<file path="config.mk">
export PLATFORM = sky130hd
export DESIGN_NAME = sd_system
export DESIGN_NICKNAME = d
export VERILOG_FILES = /design/src/rtl/sd_system.sv
export SDC_FILE = /design/constraint.sdc
export NUM_CORES = 1
export LEC_CHECK = 0
export CORE_ASPECT_RATIO = 0.8
export CORE_MARGIN = 4
export CORE_UTILIZATION = 40
export DETAILED_ROUTE_END_ITERATION = 8
export GPL_TIMING_DRIVEN = 0
export PLACE_DENSITY = 0.59
export SLEW_MARGIN = 5
export SYNTH_ARGS = -nofsm -noshare
export SYNTH_HDL_FRONTEND = slang
export SYNTH_SLANG_ARGS = --single-unit
</file>
<file path="constraint.sdc">
create_clock -name clk -period 2.6 [get_ports clk]
set_input_delay 0.39 -clock clk [delete_from_list [all_inputs] [get_ports clk]]
set_output_delay 0.39 -clock clk [all_outputs]
set_load 0.05 [all_outputs]
</file>
<file path="src/rtl/sd_system.sv">
// sd_system: control FSM plus a small datapath computing 1^2 + 2^2 + ... + N^2
// by repeated addition. fin is high while res holds the final sum.
// Optional feature macro: SD_SYSTEM_BUSY_EN adds a busy output that is high
// in INIT, MUL and ACC.
module sd_system #(
  parameter int unsigned N = 8,
  parameter int unsigned W = 16
) (
  input  logic         clk,
  input  logic         reset,
  input  logic         xs,
  output logic         fin,
  output logic [W-1:0] res
`ifdef SD_SYSTEM_BUSY_EN
  ,
  output logic         busy
`endif
);

  typedef enum logic [2:0] {
    IDLE = 3'd0,
    INIT = 3'd1,
    MUL  = 3'd2,
    ACC  = 3'd3,
    DONE = 3'd4
  } state_t;

  localparam logic [4:0] NTERMS = 5'(N);

  state_t       state;
  logic [4:0]   i;
  logic [4:0]   k;
  logic [W-1:0] sq;
  logic [W-1:0] acc;

  assign res = acc;

  // Control FSM and datapath registers; fin (and busy) are registered
  // alongside the state so they always reflect the state being entered.
  always_ff @(posedge clk or negedge reset) begin
    if (!reset) begin
      state <= IDLE;
      fin   <= 1'b0;
      i     <= '0;
      k     <= '0;
      sq    <= '0;
      acc   <= '0;
`ifdef SD_SYSTEM_BUSY_EN
      busy  <= 1'b0;
`endif
    end else begin
      case (state)
        IDLE: begin
          fin <= 1'b0;
          if (xs) begin
            state <= INIT;
`ifdef SD_SYSTEM_BUSY_EN
            busy  <= 1'b1;
`endif
          end
        end
        INIT: begin
          i     <= 5'd1;
          k     <= '0;
          sq    <= '0;
          acc   <= '0;
          state <= MUL;
        end
        MUL: begin
          sq <= sq + W'(i);
          k  <= k + 5'd1;
          if (k == i - 5'd1) begin
            state <= ACC;
          end
        end
        ACC: begin
          acc <= acc + sq;
          if (i == NTERMS) begin
            state <= DONE;
            fin   <= 1'b1;
`ifdef SD_SYSTEM_BUSY_EN
            busy  <= 1'b0;
`endif
          end else begin
            i     <= i + 5'd1;
            sq    <= '0;
            k     <= '0;
            state <= MUL;
          end
        end
        DONE: begin
          if (xs) begin
            state <= INIT;
            fin   <= 1'b0;
`ifdef SD_SYSTEM_BUSY_EN
            busy  <= 1'b1;
`endif
          end
        end
        default: begin
          state <= IDLE;
          fin   <= 1'b0;
`ifdef SD_SYSTEM_BUSY_EN
          busy  <= 1'b0;
`endif
        end
      endcase
    end
  end

endmodule

</file>
==> results by stage <==
CTS:
- The CTS tree is yes.
- Buffers inserted during clock tree synthesis total 5.
- The clock passes through at most 2 buffers.
- The count of clock tree sinks is 46.
- The cell chosen for the clock root is sky130_fd_sc_hd__clkbuf_8.
- Post-CTS repair changed the size of 0 cells.
- Once the clock tree was built, the setup fixing pass inserted 0 buffers.
- Hold repair after CTS inserted 0 buffers.
- The clock latency at the later pin of the worst-skew pair is 310 ps.
- Clock-pin slew was measured on the worst setup and hold paths at 90 ps.
- In this run the number of H-tree levels came out at 2.

Logic synthesis:
- The post-synth design cell area is 3030 µm².
- For this run, the register share of the synthesized area comes to 38.0%.
- Each instance of the synthesized netlist takes up on average 9.33 µm².
- Counting flops with an async set or reset pin after synthesis yields a share of 100%.
- Counting flops and latches in the post-synthesis netlist gives 46.
- Yosys printed 0 warnings.
- Counting every net in the synthesized netlist gives 353.
- The most used flip-flop cell after synthesis is sky130_fd_sc_hd__dfrtp_1.
- The post-synthesis instance total is 325.
- The distinct cell type count of the synthesized netlist is 52.
- The number of enable-type register cells in the synthesized netlist is 0.

Detailed routing:
- The routed wire length is 7320 µm.
- After detailed routing, the wire length on met1 is 3820 µm.
- In the final routed layout, each cell accounts on average for 16.0 µm.
- The detailed router finished its first iteration with 136 violations.
- Summed over all nets, wire length on met3 after detailed routing comes to 428 µm.
- The final antenna-violating net count is 0.
- The first detailed-routing pass took 4 iterations.
- After detailed routing, the number of vias per cell comes to 5.41.
- For this block, the via count after detailed routing is 2478.
- After detailed routing, the met2 layer carries 2960 µm of wire.
- The top layer used by detailed routing is met4.
- In the routed design, unresolved DRC markers number 0.

Power and ir drop:
- VDD sags by at most 0.266 mV.
- Summing internal, switching and leakage power gives 1.59 mW.
- In this run the power density over the cells is 458 nW/µm².
- In this run the static leakage power is 1.54 nW.

Timing:
- Counting I/O delays and the setup requirement, the final critical path takes 2470 ps.
- The final count of pins violating max slew is 0.
- The setup violation total in the final timing report is 0.
- In the post-route analysis, the smallest setup slack over all paths is 131 ps.
- The highest clock rate is 405 MHz.
- The worst slew slack as a fraction of its limit is 55.8%.
- The transition at the pin with the smallest max-transition slack is 663 ps.
- For the final database, setup skew stands at 6.63 ps.
- The post-route clock period utilization is 94.9%.
- The final count of hold timing violations came to 0.

Worst setup path:
- The slowest library cell on the worst path is sky130_fd_sc_hd__o311ai_2.
- The endpoint type of the worst setup path is a register.
- The critical path goes through ha_1 -> inv_1 -> fa_1 -> nand2b_1 -> a21oi_2 -> o311ai_2 -> a21oi_1 -> or3_1 -> a32o_1.
- The top fanout value on the critical path is 4.
- For the worst setup path, the data required time is 2800 ps.
- The type of element launching the critical path is a register.
- In this design, the stage delay of the slowest critical-path cell is 440 ps.
- The dominant delay contributor by cell family on the critical path is compound AO/OA/AOI/OAI gates.
- Data arrives at the worst endpoint at 2670 ps.
- Together, buffers and inverters on the worst path number 1.
- The worst reg-to-reg setup slack is 130 ps.
- The worst setup path category is reg -> reg.

Final layout:
- The number of antenna diodes is 0.
- The ratio of cells with drive above 1 in the final layout is 8.78%.
- Cells fill 46.9% of the core in the end.
- After routing the design area is 3470 µm².
- Relative to the synthesized area, the layout overhead comes to 14.4%.
- The filler cells instantiated in the layout total 726.
- For this run, the post-layout net count is 380.

Status:
- The flow ran to the end, and the final reports show no timing, DRC or antenna violations.

Placed design:
- The global placer's final weighted congestion is 0.824.
- The worst setup slack before clock tree synthesis is 62.9 ps.
- The detailed-placement wirelength estimate is 5270 µm.
- After detailed placement, the total cell area comes to 3370 µm².
- The number of I/O port buffers is 19.

Floorplanning:
- The I/O pin total is 20.
- The core region is 7390 µm².
- Measured along the x axis, the die boundary spans 105 µm.
- Row generation in the floorplan step produced 28 rows.
- The die outline area is 9050 µm².
- The starting utilization of the core area is 41.0%.
- Measured along the y axis, the die boundary spans 85.9 µm.

GRT:
- Global routing used 17.1% of the available tracks.
- The residual overflow from global routing is 0.
- The first global-routing pass estimated 12200 µm of wire.
- The maximum number of pins on one net before global-route repair is 28.
- The number of global-route vias before repair is 2385.
- The number of antenna violations at the first check in global routing is 0.

Run:
- The count of maximum capacitance violations is 0.

Min path:
- The path category of the worst min-delay check is in -> async.
-- routing by layer --
metal	up-vias	track usage [%]
li1	1242	-
met3	8	3.01
met4	0	5.48
met2	53	24.8
met1	1175	25.8
met5	-	0
-- synth_stat cells (2+ instances only) --
master / count / area, µm²
sky130_fd_sc_hd__a211oi_1: 2 / 15.0
sky130_fd_sc_hd__nor3_1: 4 / 20.0
sky130_fd_sc_hd__a32o_1: 4 / 40.0
sky130_fd_sc_hd__buf_2: 4 / 20.0
sky130_fd_sc_hd__ha_1: 23 / 288
sky130_fd_sc_hd__a21o_1: 7 / 52.6
sky130_fd_sc_hd__o211ai_1: 6 / 45.0
sky130_fd_sc_hd__a22o_1: 5 / 43.8
sky130_fd_sc_hd__fa_1: 2 / 40.0
sky130_fd_sc_hd__o2111ai_1: 3 / 26.3
sky130_fd_sc_hd__o31ai_1: 5 / 37.5
sky130_fd_sc_hd__and3_1: 2 / 12.5
sky130_fd_sc_hd__clkbuf_1: 7 / 26.3
sky130_fd_sc_hd__nor2_1: 21 / 78.8
sky130_fd_sc_hd__and2_1: 4 / 25.0
sky130_fd_sc_hd__nand3_1: 5 / 25.0
sky130_fd_sc_hd__nand4_1: 7 / 43.8
sky130_fd_sc_hd__nand2b_1: 8 / 50.1
sky130_fd_sc_hd__a31oi_1: 2 / 12.5
sky130_fd_sc_hd__a21o_2: 3 / 26.3
sky130_fd_sc_hd__or4_1: 2 / 15.0
sky130_fd_sc_hd__xor2_1: 13 / 114
sky130_fd_sc_hd__xnor2_1: 12 / 105
sky130_fd_sc_hd__buf_6: 4 / 45.0
sky130_fd_sc_hd__o21ai_0: 28 / 140
sky130_fd_sc_hd__nand2_1: 30 / 113
sky130_fd_sc_hd__inv_1: 12 / 45.0
sky130_fd_sc_hd__a22o_2: 3 / 30.0
sky130_fd_sc_hd__or3_1: 4 / 25.0
sky130_fd_sc_hd__a21oi_1: 22 / 110
sky130_fd_sc_hd__dfrtp_1: 46 / 1150
sky130_fd_sc_hd__nor2b_1: 5 / 31.3
-- path summary, 6_finish.rpt --
path,startpoint,end,cells after the start
min in group clk,res[9]$_DFFE_PN0P_,res[9]$_DFFE_PN0P_,2
max,res[0]$_DFFE_PN0P_,res[12]$_DFFE_PN0P_,9
max in group asynchronous,reset,res[3]$_DFFE_PN0P_,2
min,reset,res[12]$_DFFE_PN0P_,1
min reg2reg,res[9]$_DFFE_PN0P_,res[9]$_DFFE_PN0P_,2
max reg2reg,res[0]$_DFFE_PN0P_,res[12]$_DFFE_PN0P_,9
-- cells by family after synthesis --
| logic type | share of synthesized area (%) |
|---|---|
| flip-flops | 38.0 |
| adder cells (fa/ha/maj) | 10.8 |
| XOR/XNOR | 7.22 |
| buffers and inverters | 4.50 |
| AO/OA/AOI/OAI | 21.5 |
| AND/OR/NAND/NOR | 17.7 |
| multiplexers | 0.330 |
-- metrics by stage --
stage / hold WS [ps] / setup TNS, ps / cells
final: 37.0 / 0 / 458
after global routing: 81.6 / -0.598 / 458
after CTS: 52.9 / 0 / 458
after detailed placement: 390 / 0 / 450
after global placement: 495 / -14980 / 449
after floorplan: 94.4 / 0 / 325
-- layout by cell type, fill, tap and decap left out, drive strengths merged, types with 7 or more instances in the layout --
cell | netlist | layout
buf | 8 | 10
clkdlybuf4s50 | 0 | 18
xnor2 | 12 | 12
ha | 23 | 23
xor2 | 13 | 13
dfrtp | 46 | 46
nand4 | 7 | 7
a22o | 8 | 8
a21o | 10 | 10
nor2 | 21 | 21
inv | 12 | 12
clkbuf | 7 | 14
o21ai | 28 | 28
nand2 | 31 | 31
nand2b | 8 | 8
a21oi | 23 | 23
-- sequential cells by signal (all words and copies together) (netlist names) --
register  count
res          16
sq           16
i             5
k             5
state         3
fin           1
-- report_power, final --
| group | total, mW | leakage [nW] | internal [mW] | switching, mW |
|---|---|---|---|---|
| sequential | 0.773 | 0.618 | 0.744 | 0.0297 |
| clock | 0.475 | 0.0482 | 0.215 | 0.260 |
| combinational | 0.340 | 0.879 | 0.125 | 0.215 |
| total | 1.59 | 1.54 | 1.08 | 0.504 |
-- area by class of cell --
class | instances | area (µm²) | share of cell area [%]
multi-input cells | 252 | 1750 | 50.6
clock buffers | 7 | 86.3 | 2.49
repair buffers | 20 | 205 | 5.91
clock inverters | 1 | 5.00 | 0.144
flip-flops and latches | 46 | 1150 | 33.2
well taps | 105 | 131 | 3.79
plain buffers | 15 | 91.3 | 2.63
inverters | 12 | 45.0 | 1.30
No activity file was read; power rests on OpenSTA's default activity.
